<file path="src/rtl/axi_dbg_periph.sv">
// AXI4-lite style debug slave: buffered UART console, cycle timer, pass/fail control and scratch.
// Define DBG_WATCHDOG_EN to build in a watchdog that forces fail after WDOG_CYCLES.
module axi_dbg_periph #(
  parameter int          IDW         = 4,
  parameter int          DW          = 64,
  parameter logic [31:0] BASE_ADDR   = 32'h2000_0000,
  parameter int          UART_DEPTH  = 8,
  parameter int          UART_DIV    = 1,
  parameter int          WDOG_CYCLES = 1000000
) (
  input  logic            CLK,
  input  logic            RST,
  input  logic [IDW-1:0]  AWID,
  input  logic [31:0]     AWADDR,
  input  logic            AWVALID,
  output logic            AWREADY,
  input  logic [DW-1:0]   WDATA,
  input  logic [DW/8-1:0] WSTRB,
  input  logic            WVALID,
  output logic            WREADY,
  output logic [IDW-1:0]  BID,
  output logic [1:0]      BRESP,
  output logic            BVALID,
  input  logic            BREADY,
  input  logic [IDW-1:0]  ARID,
  input  logic [31:0]     ARADDR,
  input  logic            ARVALID,
  output logic            ARREADY,
  output logic [IDW-1:0]  RID,
  output logic [DW-1:0]   RDATA,
  output logic [1:0]      RRESP,
  output logic            RVALID,
  input  logic            RREADY,
  output logic            success,
  output logic            fail,
  output logic [7:0]      exit_code
);
  localparam int SW   = DW / 8;
  localparam int PW   = (UART_DEPTH > 1) ? $clog2(UART_DEPTH) : 1;
  localparam int LW   = PW + 1;
  localparam int DIVW = (UART_DIV > 1) ? $clog2(UART_DIV) : 1;
  localparam logic [1:0] RESP_OKAY   = 2'b00;
  localparam logic [1:0] RESP_DECERR = 2'b11;

  // Offset in 8-byte words; upper bits must be zero to land inside the 64-byte window.
  function automatic logic is_mapped(input logic [28:0] q);
    return (q[28:3] == '0) && ((q[2:0] <= 3'd4) || (DW == 32 && q[2:0] == 3'd5));
  endfunction

  logic           aw_held, w_held;
  logic [IDW-1:0] aw_id;
  logic [31:0]    aw_addr;
  logic [DW-1:0]  w_data;
  logic [SW-1:0]  w_strb;
  logic [31:0]    wr_off, rd_off;
  logic           wr_map, rd_map, push_req, uart_blk, commit, push;
  logic           ctrl_wr, set_success, tmr_wr, scr_wr, ar_acc, wdog_hit;
  logic [7:0]     fifo_mem [UART_DEPTH];
  logic [PW-1:0]  wr_ptr, rd_ptr;
  logic [LW-1:0]  fifo_lvl;
  logic [DIVW-1:0] div_q;
  logic           fifo_full, fifo_pop;
  logic           tmr_run;
  logic [63:0]    tmr_cnt;
  logic [DW-1:0]  scratch;
  logic [63:0]    rd_word;
  logic           unused_off_lsbs;

  assign wr_off          = aw_addr - BASE_ADDR;
  assign rd_off          = ARADDR - BASE_ADDR;
  assign unused_off_lsbs = ^{wr_off[2:0], rd_off[2:0]};
  assign wr_map          = is_mapped(wr_off[31:3]);
  assign rd_map          = is_mapped(rd_off[31:3]);

  assign AWREADY = ~aw_held;
  assign WREADY  = ~w_held;
  assign ARREADY = ~RVALID | RREADY;
  assign ar_acc  = ARVALID & ARREADY;

  assign fifo_full = (fifo_lvl == LW'(UART_DEPTH));
  assign fifo_pop  = (fifo_lvl != '0) && (div_q == DIVW'(UART_DIV - 1));

  // A full FIFO stalls a console commit unless a drain frees the slot this same cycle.
  assign push_req = wr_map && (wr_off[5:3] == 3'd0) && w_strb[0];
  assign uart_blk = push_req && fifo_full && !fifo_pop;
  assign commit   = aw_held && w_held && (!BVALID || BREADY) && !uart_blk;
  assign push     = commit && push_req;

  assign tmr_wr      = commit && wr_map && (wr_off[5:3] == 3'd1);
  assign scr_wr      = commit && wr_map && (wr_off[5:3] == 3'd3);
  assign ctrl_wr     = commit && wr_map && (wr_off[5:3] == 3'd2) && !success && !fail &&
                       (w_data != '0) && !wdog_hit;
  assign set_success = ctrl_wr && (w_data == DW'(1));

`ifdef DBG_WATCHDOG_EN
  logic [31:0] wdog_cnt;
  assign wdog_hit = (wdog_cnt == 32'(WDOG_CYCLES)) && !success && !fail;
  always_ff @(posedge CLK or posedge RST) begin
    if (RST)                                 wdog_cnt <= '0;
    else if (wdog_cnt != 32'(WDOG_CYCLES))   wdog_cnt <= wdog_cnt + 32'd1;
  end
`else
  logic unused_wdog;
  assign unused_wdog = (WDOG_CYCLES == 0);
  assign wdog_hit    = 1'b0;
`endif

  always_ff @(posedge CLK) begin
    if (AWVALID && AWREADY) begin
      aw_id   <= AWID;
      aw_addr <= AWADDR;
    end
    if (WVALID && WREADY) begin
      w_data <= WDATA;
      w_strb <= WSTRB;
    end
    if (push) fifo_mem[wr_ptr] <= w_data[7:0];
  end

  always_ff @(posedge CLK or posedge RST) begin
    if (RST) begin
      aw_held <= 1'b0;
      w_held  <= 1'b0;
      BVALID  <= 1'b0;
      BID     <= '0;
      BRESP   <= RESP_OKAY;
    end else begin
      if (AWVALID && AWREADY) aw_held <= 1'b1;
      else if (commit)        aw_held <= 1'b0;
      if (WVALID && WREADY)   w_held  <= 1'b1;
      else if (commit)        w_held  <= 1'b0;
      if (commit) begin
        BVALID <= 1'b1;
        BID    <= aw_id;
        BRESP  <= wr_map ? RESP_OKAY : RESP_DECERR;
      end else if (BREADY) begin
        BVALID <= 1'b0;
      end
    end
  end

  // Console FIFO and drain divider; the divider only runs while bytes are waiting.
  always_ff @(posedge CLK or posedge RST) begin
    if (RST) begin
      wr_ptr   <= '0;
      rd_ptr   <= '0;
      fifo_lvl <= '0;
      div_q    <= '0;
    end else begin
      if (push)     wr_ptr <= wr_ptr + PW'(1);
      if (fifo_pop) rd_ptr <= rd_ptr + PW'(1);
      case ({push, fifo_pop})
        2'b10:   fifo_lvl <= fifo_lvl + LW'(1);
        2'b01:   fifo_lvl <= fifo_lvl - LW'(1);
        default: fifo_lvl <= fifo_lvl;
      endcase
      if (fifo_lvl == '0 || div_q == DIVW'(UART_DIV - 1)) div_q <= '0;
      else                                                div_q <= div_q + DIVW'(1);
    end
  end

  always_ff @(posedge CLK or posedge RST) begin
    if (RST) begin
      tmr_run   <= 1'b0;
      tmr_cnt   <= '0;
      success   <= 1'b0;
      fail      <= 1'b0;
      exit_code <= '0;
      scratch   <= '0;
    end else begin
      if (tmr_wr && w_data == DW'(1))      tmr_run <= 1'b1;
      else if (tmr_wr && w_data == '0)     tmr_run <= 1'b0;
      if (tmr_wr && w_data == DW'(2))      tmr_cnt <= '0;
      else if (tmr_run)                    tmr_cnt <= tmr_cnt + 64'd1;
      if (wdog_hit) begin
        fail      <= 1'b1;
        exit_code <= 8'hFF;
      end else if (set_success) begin
        success <= 1'b1;
      end else if (ctrl_wr) begin
        fail      <= 1'b1;
        exit_code <= w_data[7:0];
      end
      for (int b = 0; b < SW; b++)
        if (scr_wr && w_strb[b]) scratch[b*8 +: 8] <= w_data[b*8 +: 8];
    end
  end

  always_comb begin
    rd_word = '0;
    case (rd_off[5:3])
      3'd1:    rd_word = tmr_cnt;
      3'd2:    rd_word = 64'({exit_code, fail, success});
      3'd3:    rd_word[DW-1:0] = scratch;
      3'd4:    rd_word = 64'({fifo_lvl, fifo_full, fail, success, tmr_run});
      3'd5:    rd_word = {32'b0, tmr_cnt[63:32]};
      default: rd_word = '0;
    endcase
  end

  // Read data is captured at AR acceptance and held until RREADY.
  always_ff @(posedge CLK or posedge RST) begin
    if (RST) begin
      RVALID <= 1'b0;
      RID    <= '0;
      RDATA  <= '0;
      RRESP  <= RESP_OKAY;
    end else if (ar_acc) begin
      RVALID <= 1'b1;
      RID    <= ARID;
      RDATA  <= rd_map ? rd_word[DW-1:0] : '0;
      RRESP  <= rd_map ? RESP_OKAY : RESP_DECERR;
    end else if (RREADY) begin
      RVALID <= 1'b0;
    end
  end

`ifndef SYNTHESIS
  always @(posedge CLK) begin
    if (!RST) begin
      if (fifo_pop)    $write("%c", fifo_mem[rd_ptr]);
      if (set_success) $display("axi_dbg_periph: success, cycle count %0d", tmr_cnt);
`ifdef DBG_WATCHDOG_EN
      if (wdog_hit)    $display("watchdog timeout");
`endif
    end
  end
`endif

endmodule

</file>
<file path="config.mk">
export PLATFORM = sky130hd
export DESIGN_NAME = axi_dbg_periph
export DESIGN_NICKNAME = d
export VERILOG_FILES = /design/src/rtl/axi_dbg_periph.sv
export SDC_FILE = /design/constraint.sdc
export NUM_CORES = 1
export LEC_CHECK = 0
export ABC_AREA = 0
export ABC_CLOCK_PERIOD_IN_PS = 13350
export BUFFER_PORTS_ARGS = -buffer_cell sky130_fd_sc_hd__buf_4
export CORE_AREA = 4 4 171 173
export CTS_BUF_LIST = sky130_fd_sc_hd__clkbuf_2
export DETAILED_ROUTE_END_ITERATION = 6
export DIE_AREA = 0 0 175 177
export PLACE_DENSITY = 0.73
export REMOVE_ABC_BUFFERS = 1
export SETUP_SLACK_MARGIN = 0.05
export SLEW_MARGIN = 5
export SYNTH_ARGS = -nofsm -noshare
export SYNTH_HDL_FRONTEND = slang
export SYNTH_SLANG_ARGS = --single-unit
</file>
<file path="constraint.sdc">
create_clock -name CLK -period 13.35 [get_ports CLK]
set_input_delay 2.0025 -clock CLK [delete_from_list [all_inputs] [get_ports CLK]]
set_output_delay 2.0025 -clock CLK [all_outputs]
set_load 0.005 [all_outputs]
</file>
# Yosys cells after proc, flatten, opt, wreduce, memory -nomap -nowiden
# Index checks and enable logic that the tools add are counted.
[totals]
register_bits = 332
out_inout_bits = 91
wordCells = 127
input_bits = 151
[op_classes]
n_eq_ne = 13
magnitude_cmp = 2
n_bitwise = 7
addsub = 6
muxes = 17
n_reduce_logical = 54
[ops]
columns = ["operator", "count"]
rows = [
  ["$pmux 64 s5", 1],
  ["$mux 64", 3],
  ["$add 64x1->64 const B", 1],
  ["$eq 64x1->1 const B", 1],
  ["$eq 64x2->1 const B", 1],
  ["$logic_not 64->1", 1],
  ["$reduce_bool 64->1", 1],
  ["$sub 32x30->32 const B", 2],
  ["$logic_not 26->1", 2],
  ["$logic_and 1x1->1", 32],
  ["$reduce_bool 2->1", 7],
  ["$eq 3x2->1 const B", 4],
  ["$mux 1", 10],
  ["$pmux 4 s2", 1],
  ["$eq 3x1->1 const B", 2],
  ["$eq 3x3->1 const B", 2],
  ["$le 3x3->1 const B", 2],
  ["$logic_not 1->1", 5],
  ["$not 1->1", 5],
  ["$add 4x1->4 const B", 1],
  ["$eq 4x4->1 const B", 1],
  ["$logic_not 4->1", 1],
  ["$mux 2", 2],
  ["$reduce_bool 4->1", 1],
  ["other kinds (9)", 10],
]

# Depth between registers and ports, before layout
# Gate-level depths: netlist of run 1.
[logic_depth]
word_depth = 17
depth_mapped = 13
depth_no_buf = 13

# Least setup slack after synthesis of run 1
# Ideal clock, no wire load.
[synth_timing]
path_type = "input port to flip-flop"
from = "input WVALID"
to = "register w_data[0] (enable)"
path_buffers = 0
stages = 1
setup_slack_ns = 7.680
setup_ns = 0.511
required_time_ns = 12.839
t_arrival_ns = 5.159
cell_sequence = "nor2b_1"
[synth_between]
elab_chain_len = 1
[synth_rtl]
columns = ["item", "line", "source"]
rows = [
  ["from (decl)", "19", "input logic WVALID,"],
  ["$logic_and 1x1->1", "113", "if (WVALID && WREADY) begin"],
  ["to (signal assigned)", "114", "w_data <= WDATA;"],
  ["to (decl)", "53", "logic [DW-1:0] w_data;"],
]
# No other way between the ends.
# A chain may end at the register's enable or synchronous reset.

# Final worst setup path of run 1
[layout_timing]
from = "input RREADY"
to = "output ARREADY"
[layout_between]
elab_chain_len = 1
[layout_rtl]
columns = ["item", "line", "source"]
rows = [
  ["from (decl)", "33", "input logic RREADY,"],
  ["$or 1x1->1", "77", "assign ARREADY = ~RVALID | RREADY;"],
  ["to (decl)", "28", "output logic ARREADY,"],
]
# No other way between the ends.

==> key figures, run 1 <==
Floorplanning
  – Io pins: 242
  – Initial Util: 50.5%
  – Die Y: 177 µm
  – Die area: 31000 µm²
  – Core footprint: 27600 µm²
  – Rows: 61
  – DIE WIDTH: 175 µm

STA
  – Setup TNS: 0 ns
  – Max Clk Rate: 225 MHz
  – Setup WS post-layout: 8.90 ns
  – Clock Skew: 0.102 ns
  – Fin. max-slew vios: 0
  – Worst slew pin tran: 0.991 ns
  – Min cycle time layout: 4.45 ns
  – Worst slew margin relative to its limit: 34.0%
  – Final setup violation count: 0
  – Final Cycle Share: 33.3%
  – Final hold vios: 0
  – RSZ-0062 raised after global routing: no

Yosys
  – Avg Inst Size Synth: 12.4 µm²
  – Synth area leaders: dfrtp_1 40%, edfxtp_1 23%, mux2_2 6.6%, nand2_1 2.9%, nor2_1 2.9%
  – Post-synth ARST share: 67.9%
  – Yosys cell types: 49
  – Post-synthesis sequential area ratio: 62.5%
  – Post-Syn Instances: 1127
  – Synth Register Bits: 327
  – Xor/xnor share of the synthesized area: 4.33%
  – Simple-gate share of the synthesized area: 13.7%
  – Most frequent cell after synthesis: dfrtp_1
  – Area of the mapped netlist: 13900 µm²
  – Post-synthesis mux area share: 8.92%
  – Adder-cell area share of the yosys netlist: 0.682%
  – Largest family of logic cells by synthesized area: simple AND/OR/NAND/NOR gates
  – Post-synth EDFFs: 105
  – Yosys warns: 0
  – Synth Flop Type: dfrtp_1
  – Top-area cell type share of the netlist area: 39.8%
  – Compound-Gate Fraction of Synth Area: 7.17%
  – Yosys top cell by area: dfrtp_1
  – Synth cell count leaders: 222 x dfrtp_1, 108 x nand2_1, 106 x nor2_1

GRT
  – Global-route wire length before repair: 54100 µm
  – Grt total ovfl: 0
  – GRT Total Usage: 22.2%
  – Vias in the first global route: 10.0k
  – Antenna violations before repair: 2
  – Largest net degree at the start of global routing: 78

Final layout
  – P&R area growth vs syn: 19.9%
  – Share of cells above drive strength 1: 32.4%
  – Layout Nets: 1554
  – Post-Layout Cell Count: 1841

Routing
  – Router iterations before antenna repair: 7
  – Avg Vias per Cell: 5.44
  – DR WL/cell: 18.9 µm
  – Drt drc: 0
  – Iteration-0 DRC Markers: 759
  – Final WL: 34800 µm
  – Antenna viol nets, final: 0
  – Vias: 10.0k

Worst setup path
  – Crit Path Max Fanout: 4
  – Crit path DAT: 2.45 ns
  – Critical path class: in -> out
  – Critical R2R Launch: aw_addr[29]$_DFFE_PP_
  – R2R setup slack: 10.14 ns
  – Setup crit end kind: output port
  – Worst reg2reg path endpoint: scratch[24]$_DFFE_PP0P_
  – Reg2Reg Depth: 8
  – Startpoint type of the worst setup path: primary input
  – Worst EP required: 11.35 ns

Clock tree
  – H-tree depth: 3
  – Clk_lat worst skew: 0.88 ns
  – CTS resizes: 0
  – CTS Buf Count: 82
  – CTS tree: done
  – Maximum root-to-sink buffer count: 3
  – Root Buffer Master: clkbuf_2
  – Post-CTS Repair Setup Buffers: 0
  – Clock transition at the registers of the reported paths: 0.11 ns
  – Clk sink count: 327
  – Post-cts hold buffer count: 0

Placed design
  – Worst slack at placement: 8.53 ns
  – Number of buffers inserted by port buffering: 235
  – Inst Count DP: 1690
  – Placer Congestion: 0.839
  – HPWL Detailed: 23900 µm

Power
  – Highest ir drop seen on vdd: 0.000124 V
  – Static Leak: 7.44 nW
  – Power density over the cells: 121 nW/µm²

Hold path
  – Hold Path Stages: 1
  – Hold path startpoint: aw_id[0]$_DFFE_PP_
  – HP Class: reg -> reg
  – Hold Path End: BID[0]$_DFFE_PP0P_

Job
  – Max_cap viols: 0

Run status
  – Run status: complete, no violations
==> layer usage <==
metal  track usage [%]  vias to the layer above  share of wire [%]
met5                 0                        -                  0
li1                  -                     4648                  -
met3              5.30                       57                7.2
met2              34.5                      365                 46
met1              31.4                     4943                 45
met4              6.81                        0                1.9
==> flip-flops by register name, summed over array words and instances (netlist names), 4 cells and up <==
signal,flops
aw_id,4
w_data,64
aw_addr,29
BID,4
w_strb,8
exit_code,8
RDATA,64
fifo_lvl,4
scratch,64
RID,4
tmr_cnt,64
==> kinds of logic after synthesis <==
kind of cell / after synthesis
AO/OA/AOI/OAI: 155
XOR/XNOR: 69
adder cells (fa/ha/maj): 7
buffers and inverters: 75
flip-flops: 327
multiplexers: 114
other: 1
AND/OR/NAND/NOR: 379
==> how the worst max path moves through the flow <==
stage / endpoint / slack [ns] / cells past startpoint / from
after detailed placement: scratch[24]$_DFFE_PP0P_ / 8.53 / 7 / BREADY
after CTS: ARREADY / 8.89 / 3 / RREADY
after global routing: ARREADY / 8.85 / 3 / RREADY
after floorplan: BID[0]$_DFFE_PP0P_ / 5.27 / 1 / RST
after global placement: scratch[22]$_DFFE_PP0P_ / 8.58 / 7 / BREADY
final: ARREADY / 8.90 / 3 / RREADY
==> layout make-up <==
class                   instances  area, µm²
fillers                      2278      10900
repair buffers                245       1840
diodes                          1       2.50
clock inverters                28        133
clock buffers                 122        611
well taps                     378        473
multi-input cells             725       4880
flip-flops and latches        327       8710
inverters                      15       63.8
==> critical path: stages <==
cell and delay, ns:
buf_4 0.10, nand2b_1 0.18, buf_4 0.16
==> placed cells by master, fill, tap and decap left out, drive strengths merged, types with 36 or more instances in the layout <==
cell type and count:
dfrtp 222, nand2 108, mux2 82, nor4 36, edfxtp 105, o21ai 74
xnor2 39, a22oi 40, buf 245, clkbuf 122, nor2 106
==> stage by stage <==
stage	total power, mW	utilization (%)	hold slack [ns]	cell area, µm²
6_report	2.02	60.5	0.468	16700
5_1_grt	2.12	60.5	0.485	16700
4_1_cts	2.04	60.5	0.468	16700
3_5_place_dp	1.38	57.8	0.466	16000
3_3_place_gp	1.38	57.8	0.456	16000
2_1_floorplan	1.27	-	0.454	13600
==> power breakdown <==
part | switching (mW) | leakage [nW] | internal, mW
clock network | 0.408 | 0.557 | 0.248
logic | 0.110 | 3.17 | 0.0833
registers | 0.0455 | 3.71 | 1.12
total | 0.563 | 7.44 | 1.45
Note: power is estimated with default switching activity, not from simulation.
==> inputs of run 2 (changes only) <==
Settings changed: ABC_CLOCK_PERIOD_IN_PS 13350 to 4500.
Clock period 13.35 ns to 4.5 ns, I/O delays scaled along.
==> run 2 against run 1 <==
Via count rose by 5.5%. Sequential share of layout area fell by 3.6 points. Utilization rose by 4.4 points. Routed wire length rose by 7.1%. Count of clock-buffer cells in the layout fell by 4. Non-clock buffer count rose by 117. Sequential power rose to 3.0 times the previous value. Hold slack got worse by 0.32 ns. Global-route usage rose by 1.9 points. Critical path depth rose by 6. First-iteration DRC count fell by 10%. Sequential cell count did not move.
==> key figures, run 2 (synthesis gave the netlist of run 1 again) <==
Run status
  – Run status: complete, no violations

Placed design
  – Number of buffers inserted by port buffering: 235
  – Worst slack at placement: 1.39 ns
  – HPWL Detailed: 24200 µm
  – Placer Congestion: 0.851

Routing
  – Antenna viol nets, final: 0
  – Drt drc: 0
  – Iteration-0 DRC Markers: 680
  – Vias: 10.6k
  – Final WL: 37300 µm
  – Avg Vias per Cell: 5.37
  – DR WL/cell: 19.0 µm
  – Router iterations before antenna repair: 5

Clock tree
  – Clock transition at the registers of the reported paths: 0.12 ns
  – Root Buffer Master: clkbuf_2
  – Clk_lat worst skew: 0.92 ns
  – Maximum root-to-sink buffer count: 3
  – Clk sink count: 327
  – CTS Buf Count: 83
  – CTS tree: done
  – H-tree depth: 3

Worst setup path
  – Startpoint type of the worst setup path: flip-flop
  – Crit Path Max Fanout: 30
  – Critical path class: reg -> reg
  – CP Buf/Inv Count: 2
  – Setup crit end kind: flip-flop
  – CP top delay family: simple AND/OR/NAND/NOR gates
  – Crit path DAT: 3.94 ns
  – Worst EP required: 5.22 ns
  – Crit path largest cell delay: 0.68 ns
  – Slowest CP cell: and4_2
  – CP Cell Sequence: inv_1 > ha_1 > nor4b_1 > nand4_1 > nor3_1 > nor2b_1 > and4_2 > buf_4 > nor2_1

STA
  – Final Cycle Share: 71.6%
  – RSZ-0062 raised after global routing: no
  – Max Clk Rate: 311 MHz
  – Clock Skew: 0.0893 ns
  – Setup TNS: 0 ns
  – Final hold vios: 0
  – Setup WS post-layout: 1.28 ns
  – Worst slew pin tran: 1.06 ns
  – Hold_ws: 0.148 ns
  – Min cycle time layout: 3.22 ns
  – Worst slew margin relative to its limit: 28.8%
  – Final setup violation count: 0
  – Fin. max-slew vios: 0

Final layout
  – Most frequent cells in the layout: 247 x buf_4, 222 x dfrtp_1, 118 x clkbuf_2
  – Share of cells above drive strength 1: 30.0%
  – Layout Nets: 1672
  – Multi-input logic area: 4880 µm²
  – FF/Latch Area: 8710 µm²
  – Fillers: 2176
  – Commonest non-fill, non-tap cell in the layout: buf_4
  – P&R area growth vs syn: 28.6%
  – Fin util: 64.9%

GRT
  – Antenna violations before repair: 1
  – Global-route wire length before repair: 58700 µm
  – GRT Total Usage: 24.1%
  – Vias in the first global route: 10.9k
  – Largest net degree at the start of global routing: 111
  – Grt total ovfl: 0

Job
  – Max_cap viols: 0

Floorplanning
  – Die Y: 177 µm
  – DIE WIDTH: 175 µm
  – Io pins: 242
  – Rows: 61
  – Core footprint: 27600 µm²
  – Initial Util: 50.5%
  – Die area: 31000 µm²

Power
  – Power density over the cells: 345 nW/µm²
  – Static Leak: 7.96 nW
  – Post-layout power: 6.19 mW
  – Highest ir drop seen on vdd: 0.000487 V

Hold path
  – HP Class: in -> reg
## run 2: cell types whose count changed in the layout (fill, tap and decap cells not counted), sizes merged
cell         before  now
dlygate4sd3       0  114
clkinv           23   32
clkbuf          122  118
buf             245  248
diode             1    4
bufinv            0    1
clkinvlp          3    2
## run 2: tightest hold or removal path: cells and delay by family
kind	cells	cell delay, ns
buffers and inverters	1	0.07
and+or+nand+nor	2	0.23
## run 2: per-layer routing
metal | GRT usage, % | part of all wire (%) | vias up | routed length [µm]
met5 | 0 | 0 | - | 0
met4 | 8.18 | 2.2 | 0 | 827
met3 | 5.47 | 7.1 | 67 | 2630
met2 | 38.1 | 47 | 380 | 17500
met1 | 33.2 | 44 | 5222 | 16300
li1 | - | - | 4895 | -
## run 2: power breakdown
part	internal (mW)	switching, mW	leakage (nW)	total, mW
Sequential	3.33	0.140	3.71	3.47
Clock	0.783	1.27	0.576	2.05
Combinational	0.314	0.355	3.67	0.669
Total	4.43	1.76	7.96	6.19
## run 2: final cells by class
type,instances,area share [%]
sequential,327,48.6
multi-input combinational,725,27.2
timing repair buffer,362,16.8
clock buffer,118,3.29
tap,378,2.64
clock inverter,37,1.07
inverter,15,0.356
antenna,4,0.0558
## run 2: path summary, 6_finish.rpt
path,slack [ns],cells past startpoint,endpoint,start
min reg2reg,0.49,2,RID[2]$_DFFE_PP0P_,RID[2]$_DFFE_PP0P_
max reg2reg,1.28,9,tmr_cnt[11]$_DFFE_PP0P_,aw_addr[29]$_DFFE_PP_
min,0.15,3,RVALID$_DFFE_PP0P_,RREADY
max in group asynchronous,3.09,4,tmr_cnt[13]$_DFFE_PP0P_,RST
max,1.28,9,tmr_cnt[11]$_DFFE_PP0P_,aw_addr[29]$_DFFE_PP_
min in group asynchronous,0.42,3,RID[3]$_DFFE_PP0P_,RST
## run 2: metrics by stage
| stage | area (µm²) | instances |
|---|---|---|
| 3_5_place_dp | 16000 | 1693 |
| 2_1_floorplan | 13600 | 1067 |
| 6_report | 17900 | 1966 |
| 4_1_cts | 17900 | 1962 |
| 3_3_place_gp | 16000 | 1693 |
| 5_1_grt | 17900 | 1964 |
## run 2: what timing repair did
action | CTS | global route
buffers inserted | 0 | 0
hold endpoints to repair | 220 | 0
resized for setup | 0 | 0
hold buffers | 114 | 0
setup endpoints to repair | 0 | 0
